<file path="config.mk">
export PLATFORM = sky130hd
export DESIGN_NAME = mod_sub_1r_2c
export DESIGN_NICKNAME = d
export VERILOG_FILES = /design/src/rtl/mod_sub_1r_2c_pkg.sv /design/src/rtl/mod_sub_core.sv /design/src/rtl/mod_sub_1r_2c.sv
export SDC_FILE = /design/constraint.sdc
export NUM_CORES = 1
export LEC_CHECK = 0
export ABC_AREA = 0
export BUFFER_PORTS_ARGS = -buffer_cell sky130_fd_sc_hd__buf_2
export CAP_MARGIN = 20
export CORE_UTILIZATION = 26
export CTS_BUF_LIST = sky130_fd_sc_hd__clkbuf_4 sky130_fd_sc_hd__clkbuf_8 sky130_fd_sc_hd__clkbuf_16
export DETAILED_ROUTE_END_ITERATION = 6
export HOLD_SLACK_MARGIN = 0.08
export PLACE_DENSITY = 0.47
export SLEW_MARGIN = 20
export SYNTH_ARGS = -nofsm -noshare
export SYNTH_HDL_FRONTEND = slang
export SYNTH_HIERARCHICAL = 1
export SYNTH_SLANG_ARGS = --single-unit
</file>
<file path="constraint.sdc">
create_clock -name clk -period 2.2 [get_ports clk]
set_clock_uncertainty 0.1 [all_clocks]
set_input_delay 0.33 -clock clk [delete_from_list [all_inputs] [get_ports clk]]
set_output_delay 0.33 -clock clk [all_outputs]
set_load 0.02 [all_outputs]
</file>
<file path="src/rtl/mod_sub_1r_2c_pkg.sv">
// Channel-arithmetic constants shared by the residue-channel adders and subtractors.
package mod_sub_1r_2c_pkg;

    localparam int RES_W    = 18;
    localparam int MOD_3_11 = 177147;

    typedef logic [RES_W-1:0] residue_t;

    // A channel modulus must be at least 2 and representable in the residue width.
    function automatic logic modulus_fits(input int modulus, input int width);
        return (modulus >= 2) && (longint'(modulus) <= (longint'(1) << width));
    endfunction

endpackage

</file>
<file path="src/rtl/mod_sub_core.sv">
// Combinational modular-subtract datapath: raw difference with borrow, and borrow correction.
module mod_sub_core
    import mod_sub_1r_2c_pkg::*;
#(
    parameter int DATA_WIDTH = RES_W,
    parameter int MODULUS    = MOD_3_11
) (
    input  logic [DATA_WIDTH-1:0] a,
    input  logic [DATA_WIDTH-1:0] b,
    output logic [DATA_WIDTH-1:0] diff,
    output logic                  borrow,
    input  logic [DATA_WIDTH-1:0] diff_in,
    input  logic                  borrow_in,
    output logic [DATA_WIDTH-1:0] corrected
);

    // A modulus of exactly 2^DATA_WIDTH truncates to zero, which is the correct wrap.
    localparam logic [DATA_WIDTH-1:0] MOD_T = DATA_WIDTH'(MODULUS);

    logic [DATA_WIDTH:0] wide;

    always_comb begin
        wide   = {1'b0, a} - {1'b0, b};
        diff   = wide[DATA_WIDTH-1:0];
        borrow = wide[DATA_WIDTH];
    end

    always_comb begin
        corrected = borrow_in ? (diff_in + MOD_T) : diff_in;
    end

endmodule

</file>
<file path="src/rtl/mod_sub_1r_2c.sv">
// Two-stage registered modular subtractor for one RNS residue channel: result = (A - B) mod MODULUS.
module mod_sub_1r_2c
    import mod_sub_1r_2c_pkg::*;
#(
    parameter int DATA_WIDTH = RES_W,
    parameter int MODULUS    = MOD_3_11
) (
    input  logic                  clk,
    input  logic                  rst,
    input  logic [DATA_WIDTH-1:0] A,
    input  logic [DATA_WIDTH-1:0] B,
    output logic [DATA_WIDTH-1:0] result
);

    if (!modulus_fits(MODULUS, DATA_WIDTH)) begin : g_bad_modulus
        $error("mod_sub_1r_2c: MODULUS must satisfy 2 <= MODULUS <= 2^DATA_WIDTH");
    end

    logic [DATA_WIDTH-1:0] diff_p0;
    logic                  borrow_p0;
    logic [DATA_WIDTH-1:0] diff_p1;
    logic                  borrow_p1;
    logic [DATA_WIDTH-1:0] result_p1;

    mod_sub_core #(
        .DATA_WIDTH (DATA_WIDTH),
        .MODULUS    (MODULUS)
    ) u_core (
        .a         (A),
        .b         (B),
        .diff      (diff_p0),
        .borrow    (borrow_p0),
        .diff_in   (diff_p1),
        .borrow_in (borrow_p1),
        .corrected (result_p1)
    );

    // Stage 1: raw difference and borrow.
    always_ff @(posedge clk) begin
        if (rst) begin
            diff_p1   <= '0;
            borrow_p1 <= 1'b0;
        end else begin
            diff_p1   <= diff_p0;
            borrow_p1 <= borrow_p0;
        end
    end

    // Stage 2: modulus-corrected result.
    always_ff @(posedge clk) begin
        if (rst) begin
            result <= '0;
        end else begin
            result <= result_p1;
        end
    end

endmodule

</file>
# [Yosys cells after proc, flatten, opt, wreduce, memory -nomap -nowiden]
# Index checks and enable logic that the tools add are counted.
[classes] addsub=2 n_mux=1
[ops] cell="$sub 18x18->19" n=1
[ops] cell="$add 18x18->18 const B" n=1
[ops] cell="$mux 18" n=1
[word_totals] regBits=37 in_bits=38 output_inout_bits=18 elab_cells=6

# [Logic depth before layout (Yosys ltp)]
[logic_depth] depth_word=2 ltp_mapped=10 mapped_depth_nobuf=10

# [Hierarchy]
# The synthesis kept the hierarchy.
[modules_own_cells] mod="mod_sub_core" n_inst=1 cells_each=241 area_each_um2=1576.5 seq_area_each_um2=0.0
[modules_own_cells] mod="mod_sub_1r_2c" n_inst=1 cells_each=77 area_each_um2=1023.5 seq_area_each_um2=740.7

# [Worst setup path before layout]
# No wires, ideal clock.
[synth_path] kind="input -> register" startpoint="in A[0]" endpoint="reg diff_p1[10]" setup_ns=0.065 arrival_ns=2.081 required_ns=2.035 setup_slack_ns=-0.046 path_stages=10 cell_sequence="inv_1 > ha_1 > inv_1 > fa_1 > a21oi_1 > o21ai_1 > a41o_1 > a2111o_1 > nand3_1 > nor2b_1"
[synth_via] elab_chain_cells=1
[synth_lines] item="start, declared" line="mod_sub_1r_2c.sv:10" text="input logic [DATA_WIDTH-1:0] A,"
[synth_lines] item="$sub 18x18->19" line="mod_sub_core.sv:23" text="wide = {1'b0, a} - {1'b0, b};"
[synth_lines] item="named net diff_p0[10]" line="mod_sub_1r_2c.sv:19" text="logic [DATA_WIDTH-1:0] diff_p0;"
[synth_lines] item="end signal, assigned" line="mod_sub_1r_2c.sv:44" text="diff_p1 <= diff_p0;"
[synth_lines] item="end, declared" line="mod_sub_1r_2c.sv:21" text="logic [DATA_WIDTH-1:0] diff_p1;"
# The timed path passes the listed nets, and every way through them passes these cells.
# A chain may end at the register's enable or synchronous reset.

# [Worst setup path in the final report]
# Ends and elaborated chain as after synthesis.

==> impl_metrics.env <==
export IMPL_totalWireLength_mm=5.426
export IMPL_clock_fmax_mhz=489.0
export IMPL_yosysUniqueCellTypes=48
export IMPL_dp_cells=524
export IMPL_insertion_delay_ps=280
export IMPL_top_layer="met4"
export IMPL_peakVddDrop_v=0.0003042
export IMPL_cts_tree="built"
export IMPL_synth_area_leader_cell="dfxtp_1"
export IMPL_grt_pass1_wl_mm=9.246
export IMPL_synth_area_per_cell_um2=8.176
export IMPL_fillCellCount=1062
export IMPL_hold_viol=0
export IMPL_synth_cells=318
export IMPL_yosysSeqAreaShare_pct=28.49
export IMPL_ys_warn_count=6
export IMPL_synth_async_sr_flop_share_pct=0
export IMPL_cts_setup_buffers=0
export IMPL_synth_area_leaders="dfxtp_1 28%, ha_1 9.1%, nor2b_1 9.1%"
export IMPL_instances_no_fill=532
export IMPL_tightest_slew_ps=466.9
export IMPL_layout_drive_gt1_share_pct=27.82
export IMPL_synth_edf_count=0
export IMPL_synth_simple_area_share_pct=26.85
export IMPL_multi_input_area_um2=1667
export IMPL_grt_usage_pct=11.10
export IMPL_critPathKind="in -> reg"
export IMPL_clk_pin_slew_ps=60
export IMPL_initial_core_util_pct=26.72
export IMPL_endpoint_kind="flop"
export IMPL_final_util_pct=34.10
export IMPL_num_vias=2321
export IMPL_syn_area_um2=2600
export IMPL_yosys_top_cells_count="38 x nor2b_1, 37 x dfxtp_1, 30 x inv_1"
export IMPL_core_area_um2=9729
export IMPL_rows=36
export IMPL_port_buffer_count=55
export IMPL_ctsResizeCount=0
export IMPL_place_gp_congestion=0.8290
export IMPL_antenna_left=0
export IMPL_hold_start="B[0]"
export IMPL_startpoint="A[0]"
export IMPL_post_dp_hpwl_mm=4.598
export IMPL_grt_max_degree=28
export IMPL_required_ps=2320
export IMPL_rsz0062_at_grt="false"
export IMPL_maxSlewHeadroom_pct=68.68
export IMPL_wl_met1_mm=2.585
export IMPL_min_delay_path_depth=4
export IMPL_yosysMostFrequentCell="nor2b_1"
export IMPL_status="finished, final reports clean"
export IMPL_cts_sinks=37
export IMPL_remaining_drc_errors=0
export IMPL_internal_power_mw=1.422
export IMPL_synth_main_ff_cell="dfxtp_1"
export IMPL_wl_per_cell_um=10.20
export IMPL_min_period_ps=2045
export IMPL_final_seq_area_um2=740.7
export IMPL_arrival_ps=2170
export IMPL_area_growth_pct=27.62
export IMPL_rrSetupSlack_ps=250
export IMPL_clockPowerShare_pct=23.7
export IMPL_cts_buffers=5
export IMPL_grt_pass1_vias=2076
export IMPL_cts_root_buf="clkbuf_8"
export IMPL_leakagePower_nw=1.595
export IMPL_synthAdderAreaFrac_pct=9.913
export IMPL_via_per_inst=4.363
export IMPL_path_max_fanout=2
export IMPL_sequentialPowerShare_pct=39.6
export IMPL_stdcell_area_um2=3318
export IMPL_netlist_area_leader_share_pct=28.49
export IMPL_syn_num_nets=376
export IMPL_fin_crit_sh_pct=92.95
export IMPL_num_antenna_cells=0
export IMPL_drt_iter0_markers=71
export IMPL_dr_wl_met3_um=184
export IMPL_cts_root_to_sink_buffers=2
export IMPL_swShare_pct=31.07
export IMPL_wl_met2_mm=2.579
export IMPL_place_area_um2=3209
export IMPL_first_pass_iters=4
export IMPL_hp_class="in -> reg"
export IMPL_synth_compound_area_share_pct=17.13
export IMPL_antenna_found_initial=0
export IMPL_h_tree_depth=2
export IMPL_start_kind="input pin"
export IMPL_cts_hold_fix_buffers=0
export IMPL_grt_overflow=0
export IMPL_nets=456
export IMPL_synthXorXnorAreaFrac_pct=8.758
export IMPL_fp_dieH_um=102
export IMPL_maxCapViolCount=0
export IMPL_hold_end="diff_p1[0]$_SDFF_PP0_"
export IMPL_combinationalPowerShare_pct=36.7
export IMPL_power_switching_mw=0.6410
export IMPL_r2r_worst_path_cells=8
export IMPL_synth_top_family_by_area="simple AND/OR/NAND/NOR gates"
export IMPL_hold_ws_ps=324.2
export IMPL_r2r_start="diff_p1[0]$_SDFF_PP0_"
export IMPL_setup_viol=0
export IMPL_io_pins=56
export IMPL_synthMuxAreaShare_pct=0.7700
export IMPL_die_area_um2=10400
export IMPL_synth_seq_cells=37
export IMPL_finalMaxSlewViolations=0
export IMPL_timing_rr_end="result[16]$_SDFF_PP0_"
export IMPL_die_x_um=102
export IMPL_p_per_area_nw_per_um2=621.7
power by group through the flow:
stage	logic [mW]	clock network, mW	registers (mW)
floorplan	0.468	0	0.885
global placement	0.759	0	0.834
detailed placement	0.760	0	0.834
CTS	0.763	0.507	0.819
global route	0.852	0.540	0.830
finish	0.757	0.488	0.818
per-layer routing:
metal | track usage, % | vias up
met5 | 0 | -
met4 | 3.407 | 0
met3 | 1.915 | 9
met2 | 20.03 | 46
met1 | 13.35 | 1014
li1 | - | 1252
how the worst max path moves through the flow:
stage,slack (ps),to,depth (start not counted)
after floorplan,40,diff_p1[10]$_SDFF_PP0_,10
final,160,diff_p1[10]$_SDFF_PP0_,11
after detailed placement,-140,diff_p1[10]$_SDFF_PP0_,11
after CTS,150,diff_p1[17]$_SDFF_PP0_,10
after global routing,60,diff_p1[10]$_SDFF_PP0_,11
after global placement,-110,diff_p1[17]$_SDFF_PP0_,10
critical path, cell delays in order:
cell and delay (ps):
buf_2 100, inv_1 50, ha_1 160, inv_1 60
fa_2 340, a21oi_2 180, o21ai_2 90, a41o_1 260
a2111o_1 410, nand3_1 80, nor2b_1 120
layout make-up:
type / instances / area share, %
Inverter: 30 / 3.394
Sequential cell: 37 / 22.32
Clock buffer: 7 / 2.903
Tap cell: 133 / 5.015
Clock inverter: 1 / 0.1508
Timing Repair Buffer: 89 / 15.99
Multi-Input combinational cell: 235 / 50.23
sequential cells by signal, indices dropped and copies added (netlist names):
signal	count
borrow_p1	1
diff_p1	18
result	18
cells by family after synthesis:
family	count (synthesis)
fa+ha+maj	20
buf+inv	46
compound gates	67
simple gates	120
mux	2
xor+xnor	26
flops	37
through the flow:
step                TNS, ps  total power [mW]  worst slack, ps
CTS                       0             2.089            154.6
global placement     -472.5             1.593           -105.6
floorplan                 0             1.354            36.22
global route              0             2.221            61.06
detailed placement   -676.4             1.594           -136.4
finish                    0             2.063            155.1
layout by cell type (no fill, tap or decap), types with 10 or more instances in the layout:
| master | netlist | layout |
|---|---|---|
| inv_1 | 30 | 30 |
| nand2_1 | 11 | 11 |
| nor2b_1 | 38 | 38 |
| o21ai_0 | 12 | 12 |
| buf_4 | 0 | 34 |
| buf_2 | 6 | 55 |
| ha_1 | 19 | 19 |
| nor2_1 | 16 | 16 |
| xnor2_1 | 16 | 16 |
| nand3_1 | 12 | 12 |
| xor2_1 | 10 | 10 |
| dfxtp_1 | 37 | 37 |
| a21oi_1 | 17 | 16 |
No activity file was read; power rests on OpenSTA's default activity.
